===== config.mk =====
export PLATFORM = sky130hd
export DESIGN_NAME = frame_sequencer_flat
export DESIGN_NICKNAME = d
export VERILOG_FILES = /design/src/rtl/frame_seq_pkg.sv /design/src/rtl/frame_sequencer_if.sv /design/src/rtl/frame_sequencer_phase_watchdog.sv /design/src/rtl/frame_sequencer.sv /design/src/flat_wrapper.sv
export SDC_FILE = /design/constraint.sdc
export NUM_CORES = 1
export LEC_CHECK = 0
export BUFFER_PORTS_ARGS = -buffer_cell sky130_fd_sc_hd__clkbuf_2
export CAP_MARGIN = 10
export CORE_ASPECT_RATIO = 1.4
export CORE_MARGIN = 2
export CORE_UTILIZATION = 30
export DETAILED_ROUTE_END_ITERATION = 6
export HOLD_SLACK_MARGIN = 0.06
export SYNTH_ARGS = -nofsm -noshare
export SYNTH_HDL_FRONTEND = slang
export SYNTH_SLANG_ARGS = --single-unit

===== constraint.sdc =====
create_clock -name clock -period 2.1 [get_ports clock]
set_input_delay 0.315 -clock clock [delete_from_list [all_inputs] [get_ports clock]]
set_output_delay 0.315 -clock clock [all_outputs]
set_load 0.01 [all_outputs]

===== src/rtl/frame_seq_pkg.sv =====
// Shared types and default sizing for the per-frame sequencer.
// The state encoding doubles as the externally visible phase code.
package frame_seq_pkg;

    typedef enum logic [1:0] {
        IDLE   = 2'd0,
        LOGIC  = 2'd1,
        COMMIT = 2'd2,
        ENT    = 2'd3
    } seq_state_e;

    // 10 ms at 50 MHz
    localparam int unsigned TIMEOUT_CYCLES_DEF = 500000;
    localparam int unsigned DROP_W_DEF         = 8;
    localparam int unsigned FRAME_W_DEF        = 16;

    // Width of a counter that must reach cycles-1; never narrower than one bit.
    function automatic int unsigned wd_width(input int unsigned cycles);
        return (cycles > 1) ? $clog2(cycles) : 1;
    endfunction

endpackage


===== src/rtl/frame_sequencer_if.sv =====
// Handshake bundle between the frame sequencer and the game datapath blocks.
// Every signal except pause is a one-cycle pulse with no backpressure: a pulse
// is acted on in the cycle it is high or ignored; pause is a level.
interface frame_sequencer_if;

    logic frame_tick;
    logic pause;
    logic logic_start;
    logic logic_done;
    logic new_state;
    logic ent_start;
    logic ent_done;

    modport master (
        input  frame_tick,
        input  pause,
        input  logic_done,
        input  ent_done,
        output logic_start,
        output new_state,
        output ent_start
    );

    modport slave (
        output frame_tick,
        output pause,
        output logic_done,
        output ent_done,
        input  logic_start,
        input  new_state,
        input  ent_start
    );

endinterface


===== src/rtl/frame_sequencer_phase_watchdog.sv =====
// Cycle counter that flags a phase which has run for TIMEOUT_CYCLES cycles.
// The count is zero in the first cycle after clear, so expiry marks the last allowed cycle.
module phase_watchdog
    import frame_seq_pkg::*;
#(
    parameter int unsigned TIMEOUT_CYCLES = TIMEOUT_CYCLES_DEF
) (
    input  logic clock,
    input  logic reset,
    input  logic clear,
    input  logic enable,
    output logic expired
);

    localparam int unsigned   CW    = wd_width(TIMEOUT_CYCLES);
    localparam logic [CW-1:0] LIMIT = CW'(TIMEOUT_CYCLES - 1);

    logic [CW-1:0] count;

    // Holds at the limit so a caller that ignores expiry never sees a wrap.
    always_ff @(posedge clock) begin
        if (reset || clear) begin
            count <= '0;
        end else if (enable && (count != LIMIT)) begin
            count <= count + CW'(1);
        end
    end

    assign expired = enable && (count == LIMIT);

endmodule


===== src/rtl/frame_sequencer.sv =====
// Per-frame scheduler: game_logic update, operational memory commit, entity rebuild.
// Ticks arriving mid-frame are dropped and counted; hung phases are aborted by a watchdog.
module frame_sequencer
    import frame_seq_pkg::*;
#(
    parameter int unsigned TIMEOUT_CYCLES = TIMEOUT_CYCLES_DEF,
    parameter int unsigned DROP_W         = DROP_W_DEF,
    parameter int unsigned FRAME_W        = FRAME_W_DEF
) (
    input  logic               clock,
    input  logic               reset,
    frame_sequencer_if.master  seq,
    output logic               busy,
    output logic [1:0]         phase,
    output logic [DROP_W-1:0]  overrun_count,
    output logic [FRAME_W-1:0] frame_count,
    output logic               timeout_flag
);

    seq_state_e state;
    seq_state_e state_next;

    logic logic_start_q;
    logic new_state_q;
    logic ent_start_q;
    logic busy_q;

    logic logic_start_next;
    logic new_state_next;
    logic ent_start_next;
    logic frame_done;
    logic abort;
    logic drop;

    logic wd_clear;
    logic wd_enable;
    logic wd_expired;

    phase_watchdog #(
        .TIMEOUT_CYCLES(TIMEOUT_CYCLES)
    ) u_watchdog (
        .clock  (clock),
        .reset  (reset),
        .clear  (wd_clear),
        .enable (wd_enable),
        .expired(wd_expired)
    );

    // A done pulse on the limit cycle takes priority over the abort.
    always_comb begin
        state_next       = state;
        logic_start_next = 1'b0;
        new_state_next   = 1'b0;
        ent_start_next   = 1'b0;
        frame_done       = 1'b0;
        abort            = 1'b0;
        case (state)
            IDLE: begin
                if (seq.frame_tick && !seq.pause) begin
                    state_next       = LOGIC;
                    logic_start_next = 1'b1;
                end
            end
            LOGIC: begin
                if (seq.logic_done) begin
                    state_next     = COMMIT;
                    new_state_next = 1'b1;
                end else if (wd_expired) begin
                    state_next = IDLE;
                    abort      = 1'b1;
                end
            end
            COMMIT: begin
                state_next     = ENT;
                ent_start_next = 1'b1;
            end
            ENT: begin
                if (seq.ent_done) begin
                    state_next = IDLE;
                    frame_done = 1'b1;
                end else if (wd_expired) begin
                    state_next = IDLE;
                    abort      = 1'b1;
                end
            end
        endcase
    end

    assign wd_enable = (state == LOGIC) || (state == ENT);
    assign wd_clear  = ((state_next == LOGIC) && (state != LOGIC)) ||
                       ((state_next == ENT)   && (state != ENT));
    assign drop      = seq.frame_tick && (state != IDLE);

    always_ff @(posedge clock) begin
        if (reset) begin
            state         <= IDLE;
            logic_start_q <= 1'b0;
            new_state_q   <= 1'b0;
            ent_start_q   <= 1'b0;
            busy_q        <= 1'b0;
            overrun_count <= '0;
            frame_count   <= '0;
            timeout_flag  <= 1'b0;
        end else begin
            state         <= state_next;
            logic_start_q <= logic_start_next;
            new_state_q   <= new_state_next;
            ent_start_q   <= ent_start_next;
            busy_q        <= (state_next != IDLE);
            if (drop && (overrun_count != {DROP_W{1'b1}})) begin
                overrun_count <= overrun_count + DROP_W'(1);
            end
            if (frame_done) begin
                frame_count <= frame_count + FRAME_W'(1);
            end
            if (abort) begin
                timeout_flag <= 1'b1;
            end
        end
    end

    assign seq.logic_start = logic_start_q;
    assign seq.new_state   = new_state_q;
    assign seq.ent_start   = ent_start_q;
    assign busy            = busy_q;
    assign phase           = state;

endmodule


===== src/flat_wrapper.sv =====
// flat-port wrapper written by rule: the top's interface ports become plain ports
module frame_sequencer_flat import frame_seq_pkg::*;
#(
    parameter int unsigned TIMEOUT_CYCLES = TIMEOUT_CYCLES_DEF,
    parameter int unsigned DROP_W         = DROP_W_DEF,
    parameter int unsigned FRAME_W        = FRAME_W_DEF
)
  (clock, reset, busy, phase, overrun_count, frame_count, timeout_flag, seq_frame_tick, seq_pause, seq_logic_done, seq_ent_done, seq_logic_start, seq_new_state, seq_ent_start);
  frame_sequencer_if seq_i ();
  input  logic clock;
  input  logic reset;
  output logic busy;
  output logic [1:0] phase;
  output logic [DROP_W-1:0] overrun_count;
  output logic [FRAME_W-1:0] frame_count;
  output logic timeout_flag;
  input wire logic [$bits(seq_i.frame_tick)-1:0] seq_frame_tick;
  input wire logic [$bits(seq_i.pause)-1:0] seq_pause;
  input wire logic [$bits(seq_i.logic_done)-1:0] seq_logic_done;
  input wire logic [$bits(seq_i.ent_done)-1:0] seq_ent_done;
  output wire logic [$bits(seq_i.logic_start)-1:0] seq_logic_start;
  output wire logic [$bits(seq_i.new_state)-1:0] seq_new_state;
  output wire logic [$bits(seq_i.ent_start)-1:0] seq_ent_start;
  assign seq_i.frame_tick = seq_frame_tick;
  assign seq_i.pause = seq_pause;
  assign seq_i.logic_done = seq_logic_done;
  assign seq_i.ent_done = seq_ent_done;
  assign seq_logic_start = seq_i.logic_start;
  assign seq_new_state = seq_i.new_state;
  assign seq_ent_start = seq_i.ent_start;
  frame_sequencer #(.TIMEOUT_CYCLES(TIMEOUT_CYCLES), .DROP_W(DROP_W), .FRAME_W(FRAME_W)) u_core (.clock(clock), .reset(reset), .seq(seq_i), .busy(busy), .phase(phase), .overrun_count(overrun_count), .frame_count(frame_count), .timeout_flag(timeout_flag));
endmodule

# Word-level counts from Yosys, hierarchy flattened
# Cells that the tools add are included.
[word_totals] regBits=50 input_bits=6 output_inout_bits=31 wordCells=54
[classes] add_sub_neg=3 eq_ne=10 n_mux=14 bitwise_logic=2 n_reduce_logical=16
[ops] op="$add 19x1->19 const B" n=1
[ops] op="$eq 19x19->1 const B" n=1
[ops] op="$ne 19x19->1 const B" n=1
[ops] op="$add 16x1->16 const B" n=1
[ops] op="$add 8x1->8 const B" n=1
[ops] op="$mux 1" n=8
[ops] op="$mux 2" n=4
[ops] op="$ne 8x8->1 const B" n=1
[ops] op="$pmux 2 s4" n=1
[ops] op="$logic_and 1x1->1" n=7
[ops] op="$eq 2x2->1 const B" n=3
[ops] op="$eq 2x1->1 const B" n=2
[ops] op="$reduce_bool 2->1" n=2
[ops] op="$reduce_or 2->1" n=2
[ops] op="$logic_or 1x1->1" n=3
[ops] op="$logic_not 2->1" n=1
[ops] op="$ne 2x1->1 const B" n=1
[ops] op="$ne 2x2->1 const B" n=1
[ops] op="$not 1->1" n=2
[ops] op="$pmux 1 s2" n=1
[ops] op="$logic_not 1->1" n=1

# Depth between registers and ports, before layout
# Gate-level depths: netlist (run 1).
[logic_depth] depth_word=10 ltp_mapped=6 mapped_depth_nobuf=5

# Cells and area by module
# Synthesis (run 1) repeated with hierarchy kept, for this count alone.
[hier_totals] cells_unflattened=263 area_unflattened_um2=2398.6
[by_module_without_submodules] mod="frame_sequencer" instances=1 cells_each=153 area_per_inst_um2=1427.6 seq_area_each_um2=620.6
[by_module_without_submodules] mod="phase_watchdog" instances=1 cells_each=110 area_per_inst_um2=970.9 seq_area_each_um2=380.4

# Least setup slack after synthesis (run 1)
# Ideal clock, no wire load.
[synth_path] kind="reg2reg" startpoint="register u_core.state[0], in the netlist u_core.phase[0]" endpoint="register u_core.u_watchdog.count[17]" setup_time_ns=0.071 t_arrival_ns=1.707 required_ns=2.029 path_slack_ns=0.322 stages_incl_launch_ff=7 path_buffers=2 period_less_slack_ns=1.778 cell_sequence="dfxtp_1 > buf_4 > nand4_4 > or3_1 > buf_2 > or4_1 > a21oi_1"
[synth_between] elab_chain_cells=10 word_cells_on_any_way=20 classes_between="eq/ne: 7; mux: 5; reduce/logical: 8"
[synth_rtl] element="start, declared" line="frame_sequencer.sv:20" text="seq_state_e state;"
[synth_rtl] element="start signal, assigned" line="frame_sequencer.sv:105" text="state <= state_next;"
[synth_rtl] element="$eq 2x1->1 or $eq 2x2->1 (tied branches)" line="frame_sequencer.sv:57, frame_sequencer.sv:89"
[synth_rtl] element="$logic_or 1x1->1" line="frame_sequencer.sv:89" text="assign wd_enable = (state == LOGIC) || (state == ENT);"
[synth_rtl] element="$logic_and 1x1->1" line="frame_sequencer_phase_watchdog.sv:29" text="assign expired = enable && (count == LIMIT);"
[synth_rtl] element="$mux 2" line="frame_sequencer.sv:68, frame_sequencer.sv:81"
[synth_rtl] element="$mux 2, on equally long branches" line="frame_sequencer.sv:78, frame_sequencer.sv:65"
[synth_rtl] element="$pmux 2 s4" line="frame_sequencer.sv:57" text="case (state)"
[synth_rtl] element="$eq 2x1->1 or $eq 2x2->1 (tied branches)" line="frame_sequencer.sv:90, frame_sequencer.sv:91"
[synth_rtl] element="$logic_and 1x1->1, on equally long branches" line="frame_sequencer.sv:90, frame_sequencer.sv:91"
[synth_rtl] element="$logic_or 1x1->1" line="frame_sequencer.sv:90" text="assign wd_clear = ((state_next == LOGIC) && (state != LOGIC)) ||"
[synth_rtl] element="$logic_or 1x1->1" line="frame_sequencer_phase_watchdog.sv:22" text="if (reset || clear) begin"
[synth_rtl] element="end signal, assigned" line="frame_sequencer_phase_watchdog.sv:25" text="count <= count + CW'(1);"
[synth_rtl] element="end, declared" line="frame_sequencer_phase_watchdog.sv:18" text="logic [CW-1:0] count;"
# Several ways; a longest one is shown, not always the timed one.
# A chain may end at the register's enable or synchronous reset.

# Worst setup path after layout (run 1)
# Ends and elaborated chain as after synthesis.

==> results of run 1 <==
==> state kept, by name (all words and copies together) (netlist names) <==
name and cells:
u_core.phase 2, u_core.seq.logic_start 1, u_core.timeout_flag 1, u_core.busy 1, u_core.u_watchdog.count 19, u_core.overrun_count 8
u_core.frame_count 16, u_core.seq.ent_start 1, u_core.seq.new_state 1
==> report_power, final <==
group / total (uW) / leakage (uW) / switching [uW] / internal [uW]
Sequential: 1040 / 0.000404 / 49.0 / 994
Clock: 839 / 0.0000714 / 331 / 508
Combinational: 314 / 0.000527 / 184 / 129
==> area by class of cell <==
class	count	share of cell area
clock buffer	6	0.0290
clock inverter	2	0.0211
inverter	7	0.00923
multi-input combinational	199	0.460
sequential	50	0.352
tap	100	0.0440
timing repair buffer	44	0.0844
==> cell families after synthesis <==
family,count (synthesis),share of synthesized area
compound gates,39,0.103
xor+xnor,23,0.0844
fa+ha+maj,3,0.0157
buf+inv,18,0.0320
flops,50,0.419
mux,9,0.0388
simple gates,125,0.307
==> metrics by stage <==
step	cells	worst slack, ns	total power [uW]	hold WS, ns
6_report	408	0.318	2200	0.263
5_1_grt	408	0.133	2300	0.278
4_1_cts	408	0.314	2230	0.248
3_5_place_dp	400	0.349	1380	0.473
3_3_place_gp	400	0.363	1380	0.472
2_1_floorplan	267	0.322	1270	0.417
==> cell usage after synthesis, drive strengths merged (2+ instances only) <==
library cell / n / area (um2)
nor2b: 4 / 25.0
nand2: 15 / 56.3
nor2: 30 / 113
or3b: 4 / 35.0
mux2: 2 / 22.5
nor3: 4 / 20.0
o21ai: 8 / 40.0
nand3b: 8 / 60.1
xor2: 6 / 52.6
inv: 7 / 26.3
nand3: 15 / 75.1
and3: 6 / 37.5
xnor2: 17 / 149
nor4: 8 / 56.3
a2111oi: 2 / 17.5
or3: 6 / 37.5
ha: 3 / 37.5
or4: 4 / 30.0
clkbuf: 5 / 18.8
mux2i: 7 / 70.1
and4: 3 / 26.3
nand2b: 2 / 12.5
dfxtp: 50 / 1000
nand4: 8 / 65.1
a21oi: 13 / 65.1
nor4b: 6 / 65.1
o31ai: 4 / 30.0
buf: 6 / 31.3
a211oi: 6 / 45.0
==> per-layer routing <==
| metal | wire length [um] | vias up | part of all wire |
|---|---|---|---|
| met2 | 2780 | 34 | 0.52 |
| met5 | 0 | - | 0 |
| met1 | 2300 | 995 | 0.43 |
| met4 | 89 | 0 | 0.017 |
| met3 | 189 | 8 | 0.035 |
| li1 | - | 1048 | - |
==> path summary, 6_finish.rpt <==
check,endpoint,cells after the start
hold reg to reg,u_core.u_watchdog.count[17],2
setup / recovery,u_core.u_watchdog.count[17],4
setup reg to reg,u_core.u_watchdog.count[17],4
hold / removal,u_core.seq.new_state,3
==> critical path: stages, from the launching register on <==
cell and delay [ns]:
dfxtp_1 0.47, nand4_4 0.14, or3_1 0.46, or4_1 0.49, a21oi_1 0.14
==> metrics, run 1 <==
Pwr Density=772 nW/um2; Row Count=38; largest net degree at the start of global routing=32; Die X=79.4 um; Setup TNS Final=0 ns; clk sink count=50; via density per instance=5.11; most frequent cells in the layout=dfxtp_1, clkbuf_2, nor2_1, xnor2_1; commonest non-fill, non-tap cell in the layout=dfxtp_1; Max Clk Rate=0.561 GHz; vias in the first global route=1906; yosys synthesis warning count=0; outcome=complete, no violations; GR Util met1=0.144; CP Launch Point=u_core.phase[0]; Post-synth EDFFs=0; Final Hold Viols=0; final wirelength=5.35 mm; first-pass GRT wire length=8.94 mm; Synth Register Bits=50; Clock Skew=0.00636 ns; Pins Over Slew Limit=0; GRT busiest layer=met2; hpwl dp=3.93 mm; Slew HR=0.592; initial core utilization=0.308; Startpoint Class=flip-flop; Yosys cell types=43; Congestion Overflow GR=0; met2 Usage GRT=0.237; worst hold path type=input pin to flip-flop; layout net count=316; syn nets=276; ys flop type=dfxtp_1; final worst-path cycle share=0.849; placed cell area=2700 um2; post-CTS setup buffer count=0; total core area=7750 um2; Post-route DRC=0; critical path type=flip-flop to flip-flop; CTS tree=built; Pleak=0.00100 uW; Die H=110 um; async set-reset flop share out of synthesis=0; min-delay src=seq_logic_done; DRT antenna net count=0; antenna violations before repair=0; crit-path max FO=7; Final setup violation count=0; Max-Cap Viols=0; DR iter-0 viols=91; Mapped Area=2390 um2; total track usage=0.130; DR vias=2085; Clock Latency Late Sink=0.31 ns; CTS max path bufs=2; Resize count post-CTS=0; Util after Layout=0.367; clk root buf=clkbuf_8; sequential share of the synthesized area=0.419; VDD IR max=0.606 mV; Post-CTS Hold Buffers=0; Post-Syn Area per Cell=8.94 um2; routed wire length per instance=13.1 um; fraction of layout cells with a size suffix above 1=0.205; min cycle time layout=1.78 ns; drt pass-1 iters=5; RD Place Congestion=0.805; sequential cell area=1000 um2; RSZ-0062 raised after global routing=false; design area=2850 um2; Cells after Synth=267; required time of the critical path=2.34 ns; worst r2r src=u_core.phase[0]; area of the multi-input gates=1310 um2; Area Overhead vs Synth=19.2%; worst slew pin tran=0.606 ns; total of fill cells in the finished design=799; IO Count=37; clock slew at reported path FFs=0.09 ns; Worst setup EP type=flip-flop; met3 global-route usage=0.0271; Ant. Diodes=0; Worst Path Arrival=2.02 ns; DIE AREA=8700 um2; R2R setup slack=0.32 ns; TritonCTS buffer count=5; H-tree Lvls=2; # port buffers=36
Note: power is estimated with default switching activity, not from simulation.
==> run 2: changes to the inputs <==
- clock period: 2.1 -> 1.7 ns (I/O delays scaled with it)
==> metrics, run 2 (same netlist as run 1, synthesis figures left out) <==
outcome=complete, no violations (unchanged); Max Clk Rate=0.613 GHz (was 0.561 GHz); H-tree Lvls=2 (unchanged); TritonCTS buffer count=5 (unchanged); crit-path max FO=7 (unchanged); final worst-path cycle share=0.960 (was 0.849); worst r2r src=u_core.u_watchdog.count[4] (was u_core.phase[0]); Buffers & Inverters on Critical Path=0 (unchanged); DRT antenna net count=0 (unchanged); Pins Over Slew Limit=0 (unchanged); Setup TNS Final=0 ns (unchanged); Post-CTS Hold Buffers=0 (unchanged); Post-route DRC=0 (unchanged); initial core utilization=0.308 (unchanged); reg2reg end=u_core.u_watchdog.count[17] (unchanged); worst hold path type=input pin to flip-flop (unchanged); VDD IR max=0.603 mV (was 0.606 mV); sequential power share=0.530 (was 0.475); CP max-delay cell=or4_1 (unchanged); fraction of layout cells with a size suffix above 1=0.283 (was 0.205); Final WS setup=0.0687 ns (was 0.318 ns); sw power=689 uW (was 564 uW); total of fill cells in the finished design=792 (was 799); Cells after DPL=425 (was 400); Max-Cap Viols=0 (unchanged); vias in the first global route=2110 (was 1906); max incr delay on CP=0.48 ns (was 0.49 ns); crit-path leading delay family=simple AND/OR/NAND/NOR gates (unchanged); required time of the critical path=1.94 ns (was 2.34 ns); Die X=79.4 um (unchanged); RSZ-0062 raised after global routing=false (unchanged); R2R setup slack=0.07 ns (was 0.32 ns); Die H=110 um (unchanged); Startpoint Class=flip-flop (unchanged); Largest Register=u_core.u_watchdog.count (unchanged); first-pass GRT wire length=9.67 mm (was 8.94 mm); worst hold stages=3 (unchanged); Final setup violation count=0 (unchanged); Clock Skew=0.00413 ns (was 0.00636 ns); Area Overhead vs Synth=26.7% (was 19.2%); hold path endpoint=u_core.seq.new_state (unchanged); routed wire length per instance=13.1 um (about the same); Worst Path Arrival=1.87 ns (was 2.02 ns); clock slew at reported path FFs=0.09 ns (about the same); fin cells=432 (was 408); RD Place Congestion=0.862 (was 0.805); via density per instance=5.07 (was 5.11); drt pass-1 iters=4 (was 5); min cycle time layout=1.63 ns (was 1.78 ns); top flop regs=u_core.u_watchdog.count (19), u_core.frame_count (16), u_core.overrun_count (8) (unchanged); switch share=0.282 (was 0.257); total core area=7750 um2 (unchanged); Ant. Diodes=0 (unchanged); dpl ws=0.0164 ns (was 0.349 ns); final wirelength=5.66 mm (was 5.35 mm); DR vias=2190 (was 2085); commonest non-fill, non-tap cell in the layout=dfxtp_1 (unchanged); CP cell instances=nand4_4 > or3_4 > or4_1 > a21oi_1 (was nand4_4 > or3_1 > or4_1 > a21oi_1); layout net count=342 (was 316); worst slew pin tran=0.444 ns (was 0.606 ns); hpwl dp=4.29 mm (was 3.93 mm); clk root buf=clkbuf_8 (unchanged); DR iter-0 viols=113 (was 91); Pleak=0.00112 uW (was 0.00100 uW); IO Count=37 (unchanged); min-delay src=seq_logic_done (unchanged); Worst setup EP type=flip-flop (unchanged); most frequent cells in the layout=dfxtp_1, clkbuf_2, buf_4, nor2_1, xnor2_1 (was dfxtp_1, clkbuf_2, nor2_1, xnor2_1); CP Launch Point=u_core.u_watchdog.count[4] (was u_core.phase[0]); total track usage=0.140 (was 0.130); R2R depth=4 (unchanged); Pwr Density=807 nW/um2 (was 772 nW/um2); Row Count=38 (unchanged); design area=3020 um2 (was 2850 um2); clock power share=0.285 (was 0.382); placed cell area=2910 um2 (was 2700 um2); Int Power=1750 uW (was 1630 uW); Final Hold Viols=0 (unchanged); # port buffers=36 (unchanged); largest net degree at the start of global routing=19 (was 32); CTS max path bufs=2 (unchanged); Slew HR=0.700 (was 0.592); DIE AREA=8700 um2 (unchanged); combinational share of power=0.185 (was 0.143); critical path type=flip-flop to flip-flop (unchanged); clk sink count=50 (unchanged); Congestion Overflow GR=0 (unchanged); antenna violations before repair=0 (unchanged); Design Power=2440 uW (was 2200 uW); CTS tree=built (unchanged); max FFs per register=19 (unchanged); Clock Latency Late Sink=0.30 ns (was 0.31 ns)
-- run 2: cell types whose count changed in the layout (fill, tap and decap cells not counted), moves of 2 or more --
cell | before | now
buf_4 | 8 | 34
nand3_1 | 15 | 12
nand3_2 | 0 | 3
a2111oi_0 | 2 | 0
bufinv_16 | 2 | 0
-- run 2: per-layer routing --
metal	routed length [um]	up-vias	global-route usage
met5	0	-	0
met3	177	17	0.0279
met4	207	0	0.0788
li1	-	1099	-
met2	2930	40	0.245
met1	2340	1034	0.157
-- run 2: worst max path at each step --
stage / end / slack (ns) / cells after the start
after CTS: u_core.u_watchdog.count[16] / 0.03 / 5
after global placement: u_core.u_watchdog.count[17] / 0.06 / 4
after floorplan: u_core.u_watchdog.count[17] / 0.01 / 6
final: u_core.u_watchdog.count[17] / 0.07 / 4
after global routing: u_core.u_watchdog.count[16] / 0.002 / 5
after detailed placement: u_core.u_watchdog.count[17] / 0.02 / 4
-- run 2: area by class of cell --
class,count,area (um2),share of cell area
Clock buffer,6,82.6,0.0273
Timing Repair Buffer,70,435,0.144
Multi-Input combinational cell,199,1350,0.447
Inverter,7,26.3,0.00869
Tap cell,100,125,0.0414
Sequential cell,50,1000,0.331
-- run 2: power groups by stage --
stage / Sequential (uW) / Combinational [uW] / Clock [uW]
2_1_floorplan: 1320 / 269 / 0
3_3_place_gp: 1320 / 452 / 0
3_5_place_dp: 1320 / 452 / 0
4_1_cts: 1300 / 455 / 725
5_1_grt: 1310 / 500 / 773
6_report: 1290 / 452 / 696
-- run 2: worst reg2reg max path, cell delays in order, from the launching register on --
cell and delay [ns]:
dfxtp_1 0.44, nand4_4 0.12, or3_4 0.38, or4_1 0.48, a21oi_1 0.15
-- run 2: what timing repair did --
action,in CTS,in global routing
resized for setup,1,6
hold endpoints to repair,0,0
setup buffers,0,1
setup endpoints to repair,1,6
pin swaps,0,1
cloned,0,0
-- run 2: per-stage QoR --
stage	utilization	hold slack, ns
6_report	0.390	0.236
5_1_grt	0.390	0.237
4_1_cts	0.386	0.228
3_5_place_dp	0.375	0.479
3_3_place_gp	0.375	0.476
2_1_floorplan	-	0.357
==> run 3: changes to the inputs <==
- SYNTH_HIERARCHICAL: default -> 1
==> metrics, run 3 <==
outcome=finished with violations (was complete, no violations); RD Place Congestion=0.791 (was 0.862); total core area=7750 um2 (unchanged); Row Count=38 (unchanged); total track usage=0.127 (was 0.140); Final setup violation count=1 (was 0); DR vias=2104 (was 2190); Final WS setup=-0.0248 ns (was 0.0687 ns); Post-route DRC=0 (unchanged); dpl ws=0.00920 ns (was 0.0164 ns); crit-path max FO=6 (was 7); min cycle time layout=1.72 ns (was 1.63 ns); Congestion Overflow GR=0 (unchanged); CTS tree=built (unchanged); routed wire length per instance=12.4 um (was 13.1 um); Clock Latency Late Sink=0.30 ns (about the same); commonest non-fill, non-tap cell in the layout=dfxtp_1 (unchanged); area of the multi-input gates=1340 um2 (was 1350 um2); fin cells=428 (was 432); Largest Register=u_core/u_watchdog/count (was u_core.u_watchdog.count); Die H=110 um (about the same); worst hold path type=input pin to flip-flop (unchanged); Ant. Diodes=0 (unchanged); max incr delay on CP=0.56 ns (was 0.48 ns); Worst setup EP type=flip-flop (unchanged); hpwl dp=3.78 mm (was 4.29 mm); drt pass-1 iters=4 (unchanged); Cells after Synth=263 (was 267); main area contributors after synthesis=dfxtp_1, nor2_1, xor2_1 (was dfxtp_1, xnor2_1, nor2_1); first-pass GRT wire length=8.83 mm (was 9.67 mm); antenna violations before repair=0 (unchanged); Die X=79.6 um (was 79.4 um); most common cell in the synthesized netlist=dfxtp_1 (unchanged); Synth Register Bits=50 (unchanged); area leader, netlist=dfxtp_1 (unchanged); async set-reset flop share out of synthesis=0 (unchanged); Area Overhead vs Synth=27.2% (was 26.7%); failing checks=negative setup slack; initial core utilization=0.309 (was 0.308); via density per instance=4.92 (was 5.07); largest net degree at the start of global routing=39 (was 19); Final Hold Viols=0 (unchanged); final wirelength=5.32 mm (was 5.66 mm); fraction of layout cells with a size suffix above 1=0.317 (was 0.283); Max-Cap Viols=0 (unchanged); sequential cell area=1020 um2 (was 1000 um2); synth cell count leaders=dfxtp_1, nor2_1, xor2_1, a21oi_1, nand2_1 (was dfxtp_1, nor2_1, xnor2_1, nand2_1, nand3_1); Worst Path Arrival=1.98 ns (was 1.87 ns); design area=3050 um2 (was 3020 um2); Cells after DPL=415 (was 425); yosys synthesis warning count=6 (was 0); required time of the critical path=1.95 ns (was 1.94 ns); Pwr Density=707 nW/um2 (was 807 nW/um2); Post-CTS Hold Buffers=0 (unchanged); Yosys cell types=46 (was 43); Post-Syn Area per Cell=9.12 um2 (was 8.94 um2); most used cell, CP=nand4_1; Pleak=0.00124 uW (was 0.00112 uW); critical path type=flip-flop to flip-flop (unchanged); total of fill cells in the finished design=803 (was 792); TritonCTS buffer count=5 (unchanged); final worst-path cycle share=1.01 (was 0.960); Design Power=2160 uW (was 2440 uW); vias in the first global route=1944 (was 2110); syn nets=272 (was 276); Buffers & Inverters on Critical Path=1 (was 0); Pins Over Slew Limit=0 (unchanged); DIE AREA=8740 um2 (was 8700 um2); worst slew pin tran=0.412 ns (was 0.444 ns); crit-path leading delay family=simple AND/OR/NAND/NOR gates (unchanged); VDD IR max=0.269 mV (was 0.603 mV); Mapped Area=2400 um2 (was 2390 um2); Slew HR=0.723 (was 0.700); ys flop type=dfxtp_1 (unchanged); DR iter-0 viols=60 (was 113); Post-synth EDFFs=0 (unchanged); sequential share of the synthesized area=0.417 (was 0.419); CP cell instances=buf_6 > nand4_1 > nor2_1 > nand4_1 > or4_1 > nand2_1 (was nand4_4 > or3_4 > or4_1 > a21oi_1); layout net count=336 (was 342); clk root buf=clkbuf_8 (unchanged); CTS max path bufs=2 (unchanged); placed cell area=2850 um2 (was 2910 um2); most frequent cells in the layout=dfxtp_1, clkbuf_2, nor2_1, buf_4, xor2_1 (was dfxtp_1, clkbuf_2, buf_4, nor2_1, xnor2_1); Worst Hold Slack=0.236 ns (about the same); CP max-delay cell=or4_1 (unchanged); max FFs per register=19 (unchanged); DRT antenna net count=0 (unchanged); IO Count=37 (unchanged); Startpoint Class=flip-flop (unchanged); Clock Skew=0.0116 ns (was 0.00413 ns); clk sink count=50 (unchanged); H-tree Lvls=2 (unchanged); # port buffers=36 (unchanged); clock slew at reported path FFs=0.10 ns (was 0.09 ns); Max Clk Rate=0.580 GHz (was 0.613 GHz); post-synth top area share=0.417 (was 0.419); RSZ-0062 raised after global routing=true (was false); top flop regs=u_core/u_watchdog/count (19), u_core/frame_count (16), u_core/overrun_count (8) (was u_core.u_watchdog.count (19), u_core.frame_count (16), u_core.overrun_count (8))
run 3: worst register-to-register path, delay by kind of cell, from the launching register on:
kind / cells / cell delay (ns)
AND/OR/NAND/NOR: 5 / 1.18
flip-flops: 1 / 0.37
buffers and inverters: 1 / 0.12
run 3: cells by family after synthesis:
logic type / after synthesis / synth area share
simple gates: 125 / 0.321
flops: 50 / 0.417
compound gates: 40 / 0.103
xor+xnor: 22 / 0.0803
buf+inv: 16 / 0.0303
mux: 7 / 0.0329
fa+ha+maj: 3 / 0.0157
run 3: worst paths after layout:
kind,from,end,slack (ns),cells past startpoint
min,seq_logic_done,u_core/seq.new_state,0.24,3
min reg2reg,u_core/u_watchdog/count[1],u_core/u_watchdog/count[1],0.50,2
max,u_core/u_watchdog/count[7],u_core/u_watchdog/count[16],-0.02,6
max reg2reg,u_core/u_watchdog/count[7],u_core/u_watchdog/count[16],-0.02,6
run 3: per-layer routing:
layer  routed length (um)  share of wire  vias up  global-route usage
met5                    0              0        -                   0
met4                  107          0.020        0              0.0554
met3                  230          0.043        8              0.0304
met2                 2600           0.49       45               0.209
met1                 2380           0.45      974               0.156
li1                     -              -     1077                   -
run 3: final cells by class:
type	count	area share
repair buffers	68	0.143
clock inverters	2	0.0123
flip-flops and latches	50	0.333
clock buffers	6	0.0238
well taps	100	0.0410
inverters	5	0.00615
multi-input cells	197	0.441
run 3: repair_timing:
item                       CTS  global route
buffers inserted             0             6
setup endpoints to repair    1            20
resized for setup            1            18
pin swaps                    1             9
run 3: per-stage QoR:
| step | setup TNS (ns) | util |
|---|---|---|
| finish | -0.0248 | 0.394 |
| global route | -0.211 | 0.394 |
| CTS | 0 | 0.383 |
| detailed placement | 0 | 0.368 |
| global placement | 0 | 0.368 |
| floorplan | 0 | - |
run 3: power by group:
| part | total, uW | internal [uW] | switching (uW) |
|---|---|---|---|
| clock network | 835 | 439 | 395 |
| registers | 1200 | 1180 | 14.8 |
| logic | 123 | 48.3 | 75.1 |
